==> src/rtl/writeback_pipe.sv <==
// rtl/writeback_pipe.sv - registered writeback stage with handshake, link/r0 handling and retire counter
// Define WB_SUBWORD_EN to format byte/half loads from in_size, in_sext and in_addr_lo.
module writeback_pipe #(
  parameter int          DATA_W   = 32,
  parameter int          REG_AW   = 5,
  parameter int          LINK_REG = 31,
  parameter logic [5:0]  JAL_OP   = 6'b100000,
  parameter logic [5:0]  JALR_OP  = 6'b010001,
  parameter int          CNT_W    = 32
) (
  input  logic              clock,
  input  logic              resetn,
  input  logic              in_valid,
  output logic              in_ready,
  input  logic [DATA_W-1:0] in_o,
  input  logic [DATA_W-1:0] in_d,
  input  logic [31:0]       in_insn,
  input  logic [5:0]        in_aluop,
  input  logic              in_rwe,
  input  logic              in_rdst,
  input  logic              in_rwd,
  input  logic [1:0]        in_size,
  input  logic              in_sext,
  input  logic [1:0]        in_addr_lo,
  input  logic              stall,
  output logic              wb_valid,
  output logic              wb_we,
  output logic [REG_AW-1:0] wb_addr,
  output logic [DATA_W-1:0] wb_data,
  output logic [CNT_W-1:0]  retired
);

  logic              valid_q, valid_d;
  logic              rwe_q, rwe_d;
  logic [REG_AW-1:0] addr_q, addr_d;
  logic [DATA_W-1:0] data_q, data_d;
  logic [CNT_W-1:0]  retired_q, retired_d;

  logic              is_link;
  logic              accept;
  logic              commit;
  logic [REG_AW-1:0] dest;
  logic [DATA_W-1:0] ld_data;

  logic unused_insn;
  assign unused_insn = ^{in_insn[31:21], in_insn[10:0]};

`ifdef WB_SUBWORD_EN
  logic [7:0]  ld_byte;
  logic [15:0] ld_half;

  always_comb begin
    ld_byte = in_d[{in_addr_lo, 3'b000} +: 8];
    ld_half = in_d[{in_addr_lo[1], 4'b0000} +: 16];
    ld_data = in_d;
    if (in_size == 2'b00) begin
      ld_data = {{(DATA_W-8){in_sext & ld_byte[7]}}, ld_byte};
    end else if (in_size == 2'b01) begin
      ld_data = {{(DATA_W-16){in_sext & ld_half[15]}}, ld_half};
    end
  end
`else
  logic unused_fmt;
  assign unused_fmt = ^{in_size, in_sext, in_addr_lo};
  assign ld_data    = in_d;
`endif

  assign is_link  = (in_aluop == JAL_OP) || (in_aluop == JALR_OP);
  assign in_ready = !valid_q || !stall;
  assign accept   = in_valid && in_ready;
  assign commit   = valid_q && !stall;

  always_comb begin
    dest = REG_AW'(in_insn[20:16]);
    if (is_link) begin
      dest = REG_AW'(LINK_REG);
    end else if (in_rdst) begin
      dest = REG_AW'(in_insn[15:11]);
    end
  end

  // Accept takes priority over the commit-driven clear so back-to-back flow has no bubble.
  always_comb begin
    valid_d   = valid_q;
    rwe_d     = rwe_q;
    addr_d    = addr_q;
    data_d    = data_q;
    retired_d = retired_q + CNT_W'(commit);
    if (accept) begin
      valid_d = 1'b1;
      rwe_d   = in_rwe;
      addr_d  = dest;
      data_d  = (is_link || !in_rwd) ? in_o : ld_data;
    end else if (commit) begin
      valid_d = 1'b0;
    end
  end

  always_ff @(posedge clock or negedge resetn) begin
    if (!resetn) begin
      valid_q   <= 1'b0;
      rwe_q     <= 1'b0;
      addr_q    <= '0;
      data_q    <= '0;
      retired_q <= '0;
    end else begin
      valid_q   <= valid_d;
      rwe_q     <= rwe_d;
      addr_q    <= addr_d;
      data_q    <= data_d;
      retired_q <= retired_d;
    end
  end

  assign wb_valid = valid_q;
  assign wb_we    = valid_q && rwe_q && (addr_q != '0);
  assign wb_addr  = addr_q;
  assign wb_data  = data_q;
  assign retired  = retired_q;

endmodule

==> config.mk <==
export PLATFORM = sky130hd
export DESIGN_NAME = writeback_pipe
export DESIGN_NICKNAME = d
export VERILOG_FILES = /design/src/rtl/writeback_pipe.sv
export SDC_FILE = /design/constraint.sdc
export NUM_CORES = 1
export LEC_CHECK = 0
export CORE_MARGIN = 2
export CORE_UTILIZATION = 30
export CTS_CLUSTER_DIAMETER = 150
export DETAILED_ROUTE_END_ITERATION = 10
export GPL_ROUTABILITY_DRIVEN = 0
export MAX_ROUTING_LAYER = met4
export PLACE_DENSITY_LB_ADDON = 0.25
export SYNTH_ARGS = -nofsm -noshare
export SYNTH_HDL_FRONTEND = slang
export SYNTH_SLANG_ARGS = --single-unit
==> constraint.sdc <==
create_clock -name clock -period 4.99 [get_ports clock]
set_input_delay 0.998 -clock clock [delete_from_list [all_inputs] [get_ports clock]]
set_output_delay 0.998 -clock clock [all_outputs]
set_load 0.005 [all_outputs]
==> impl_metrics.json <==
{
  "clock_tree.root_cell": "sky130_fd_sc_hd__clkbuf_16",
  "drt_pass1_iterations": 4,
  "ys.flop_type": "sky130_fd_sc_hd__dfrtp_1",
  "timing.final.hold_violations": 0,
  "cts_inserted_buffers": 9,
  "final_net_count": 615,
  "antenna_found_initial": 0,
  "ys_ff_latch": 71,
  "synthesized_net_count": 468,
  "initialDrtViolationCount": 129,
  "final-seq-area_um2": 1780,
  "numPortBuffers": 158,
  "wire_length_of_the_first_global_routing_pass_um": 16400,
  "maxCapViolations": 0,
  "synth.lib_cells_used.distinct": 33,
  "cellLeakagePower_nw": 2.27,
  "ys.warnings.count": 0,
  "critical_path.startpoint_type": "input pin",
  "seq_area_frac_synth_pct": 51.9,
  "hp-class": "reg2reg",
  "multi_input_comb_area_um2": 1510,
  "crit_path_end_kind": "output port",
  "timing_worst_setup_path_type": "in2out",
  "rsz0062_at_grt": "no",
  "slew_headroom_pct": 37.7,
  "placement_rows": 39,
  "switching_share_pct": 25.1,
  "area.growth.synth_to_final_pct": 58.0,
  "vias_per_cell": 5.07,
  "finalSetupViolations": 0,
  "count_of_flip_flops_with_a_built_in_enable_after_synthesis": 0,
  "dieHeight_um": 111,
  "core_area_um2": 11300,
  "ys_top_cells_by_area": "sky130_fd_sc_hd__dfrtp_1, sky130_fd_sc_hd__nand2_1, sky130_fd_sc_hd__o211ai_1, sky130_fd_sc_hd__nand4_1, sky130_fd_sc_hd__xor2_1",
  "post-route-period-util_pct": 63.1,
  "detailed_place_hpwl_um": 6900,
  "h-tree-depth": 3,
  "cts_tree": "done",
  "gr-usage-all-layers_pct": 16.9,
  "synth_largest_area_cell": "sky130_fd_sc_hd__dfrtp_1",
  "fin_ws_ns": 1.84,
  "fin_skew_ns": 0.00434,
  "finalSetupTns_ns": 0,
  "timing_worst_slew_pin_value_ns": 0.935,
  "synth_largest_type_area_fraction_pct": 51.9,
  "max_clock_freq_mhz": 318,
  "power_per_cell_area_nw_per_um2": 323,
  "pwr-share-comb_pct": 21.0,
  "clkPwrFrac_pct": 38.5,
  "die-width_um": 111,
  "outcome": "finished, final reports clean",
  "holdBufCountCts": 0,
  "power.sequential.fraction_pct": 40.5,
  "clk_pin_slew_ns": 0.05,
  "clk_path_buf_depth": 2,
  "pin_count_of_the_biggest_net_entering_global_routing": 72,
  "clock_insertion_delay_at_the_later_pin_of_the_skew_report_ns": 0.33,
  "ir_drop_worst_case_vdd_v": 0.000174,
  "synth.avg_cell_area_um2": 9.76,
  "antennaDiodeCount": 0,
  "postRouteAntennaNets": 0,
  "async_flop_share_pct": 100,
  "drive_gt1_share_pct": 4.97,
  "cts_resized": 0,
  "via_count": 3276,
  "routedWlPerCell_um": 15.3,
  "remaining_drc_errors": 0,
  "post_cts.repair.setup_buffers": 0,
  "p_switching_mw": 0.438,
  "crit_path_max_fanout": 4,
  "top_level_ports": 186,
  "post-route-util_pct": 48.0,
  "grt_pass1_vias": 3312,
  "clkSinkCount": 71,
  "synth_area_um2": 3420,
  "crit_path_time_final_ns": 3.15,
  "crit_arrival_ns": 2.15,
  "die_area_um2": 12300,
  "worst_ep_required_time_ns": 3.99,
  "overflow": 0,
  "power.internal_mw": 1.31,
  "start_util_pct": 30.4,
  "route.final.wire_length_um": 9880,
  "final_max_slew_viol_count": 0,
  "synth_cells": 351,
  "nFillCells": 1082,
  "preCtsSetupSlack_ns": 1.85
}
==> synthesized netlist by cell type (3+ instances only) <==
cell,count
sky130_fd_sc_hd__dfrtp_1,71
sky130_fd_sc_hd__buf_2,9
sky130_fd_sc_hd__and4_1,4
sky130_fd_sc_hd__xnor2_1,9
sky130_fd_sc_hd__inv_1,5
sky130_fd_sc_hd__o211ai_1,32
sky130_fd_sc_hd__ha_1,3
sky130_fd_sc_hd__nand2_1,79
sky130_fd_sc_hd__buf_1,4
sky130_fd_sc_hd__nand4_1,36
sky130_fd_sc_hd__xor2_1,21
sky130_fd_sc_hd__mux2i_1,5
sky130_fd_sc_hd__nor4_1,6
sky130_fd_sc_hd__nor2_1,11
sky130_fd_sc_hd__clkbuf_1,13
sky130_fd_sc_hd__nand3_1,9
sky130_fd_sc_hd__nor3_1,12
sky130_fd_sc_hd__a31oi_1,5
==> state kept, by name, summed over array words and instances, names as in the netlist <==
signal and cells:
retired 32, wb_data 32, wb_addr 5, rwe_q 1
wb_valid 1
==> final timing paths <==
| path | start | endpoint | slack, ns | cells past startpoint |
|---|---|---|---|---|
| hold reg to reg | retired[31]$_DFF_PN0_ | retired[31]$_DFF_PN0_ | 0.46 | 1 |
| hold / removal | retired[31]$_DFF_PN0_ | retired[31]$_DFF_PN0_ | 0.46 | 1 |
| min in group asynchronous | resetn | retired[5]$_DFF_PN0_ | 0.82 | 1 |
| setup / recovery | stall | in_ready | 1.84 | 3 |
| max in group asynchronous | resetn | wb_data[20]$_DFFE_PN0P_ | 3.58 | 1 |
| setup reg to reg | wb_valid$_DFFE_PN0P_ | wb_data[2]$_DFFE_PN0P_ | 2.94 | 5 |
==> layout make-up <==
cell class                      instances  share of cell area, %
Timing Repair Buffer                  163                   29.9
Sequential cell                        71                   32.8
Clock inverter                          4                   1.29
Inverter                                5                  0.347
Clock buffer                           12                   4.37
Multi-Input combinational cell        248                   28.0
Tap cell                              143                   3.31
==> critical path: stages <==
cell,delay [ns]
sky130_fd_sc_hd__clkdlybuf4s50_1,0.46
sky130_fd_sc_hd__nand2_1,0.14
sky130_fd_sc_hd__clkdlybuf4s50_1,0.55
==> stage by stage <==
stage | cell area, µm² | total power, mW | hold slack, ns | cells
floorplan | 3420 | 0.826 | 0.446 | 351
global placement | 5100 | 1.08 | 0.460 | 630
detailed placement | 5100 | 1.09 | 0.458 | 630
CTS | 5410 | 1.77 | 0.466 | 646
global route | 5410 | 1.84 | 0.505 | 646
finish | 5410 | 1.75 | 0.462 | 646
==> cell families after synthesis <==
kind of cell / Yosys count / synth area share (%)
multiplexers: 5 / 1.46
AO/OA/AOI/OAI: 39 / 8.37
XOR/XNOR: 30 / 7.67
flip-flops: 71 / 51.9
adder cells (fa/ha/maj): 3 / 1.10
buffers and inverters: 32 / 4.06
AND/OR/NAND/NOR: 171 / 25.5
==> routing by layer <==
| metal | vias up | GRT usage [%] | wire length, µm |
|---|---|---|---|
| met5 | - | - | 0 |
| met4 | 0 | 6.58 | 182 |
| met3 | 13 | 4.05 | 749 |
| met2 | 133 | 27.5 | 4750 |
| met1 | 1585 | 20.3 | 4200 |
| li1 | 1545 | - | - |
==> power groups by stage <==
| stage | Combinational, mW | Sequential (mW) | Clock, mW |
|---|---|---|---|
| floorplan | 0.111 | 0.715 | 0 |
| CTS | 0.374 | 0.710 | 0.688 |
| detailed placement | 0.372 | 0.718 | 0 |
| global placement | 0.366 | 0.715 | 0 |
| global route | 0.403 | 0.721 | 0.717 |
| finish | 0.367 | 0.709 | 0.672 |
==> cells in the final DEF (no fill, tap or decap), types with 2 or more instances in the layout <==
cell	n
sky130_fd_sc_hd__clkdlybuf4s50_1	157
sky130_fd_sc_hd__nand2_1	79
sky130_fd_sc_hd__dfrtp_1	71
sky130_fd_sc_hd__nand4_1	36
sky130_fd_sc_hd__o211ai_1	32
sky130_fd_sc_hd__xor2_1	21
sky130_fd_sc_hd__nor3_1	12
sky130_fd_sc_hd__nor2_1	11
sky130_fd_sc_hd__nand3_1	9
sky130_fd_sc_hd__xnor2_1	9
sky130_fd_sc_hd__clkbuf_16	9
sky130_fd_sc_hd__nor4_1	6
sky130_fd_sc_hd__buf_4	6
sky130_fd_sc_hd__inv_1	5
sky130_fd_sc_hd__mux2i_1	5
sky130_fd_sc_hd__a31oi_1	5
sky130_fd_sc_hd__and4_1	4
sky130_fd_sc_hd__ha_1	3
sky130_fd_sc_hd__clkbuf_1	3
sky130_fd_sc_hd__or3_1	2
sky130_fd_sc_hd__clkinv_2	2
sky130_fd_sc_hd__bufinv_16	2
No activity file was read; power rests on OpenSTA's default activity.
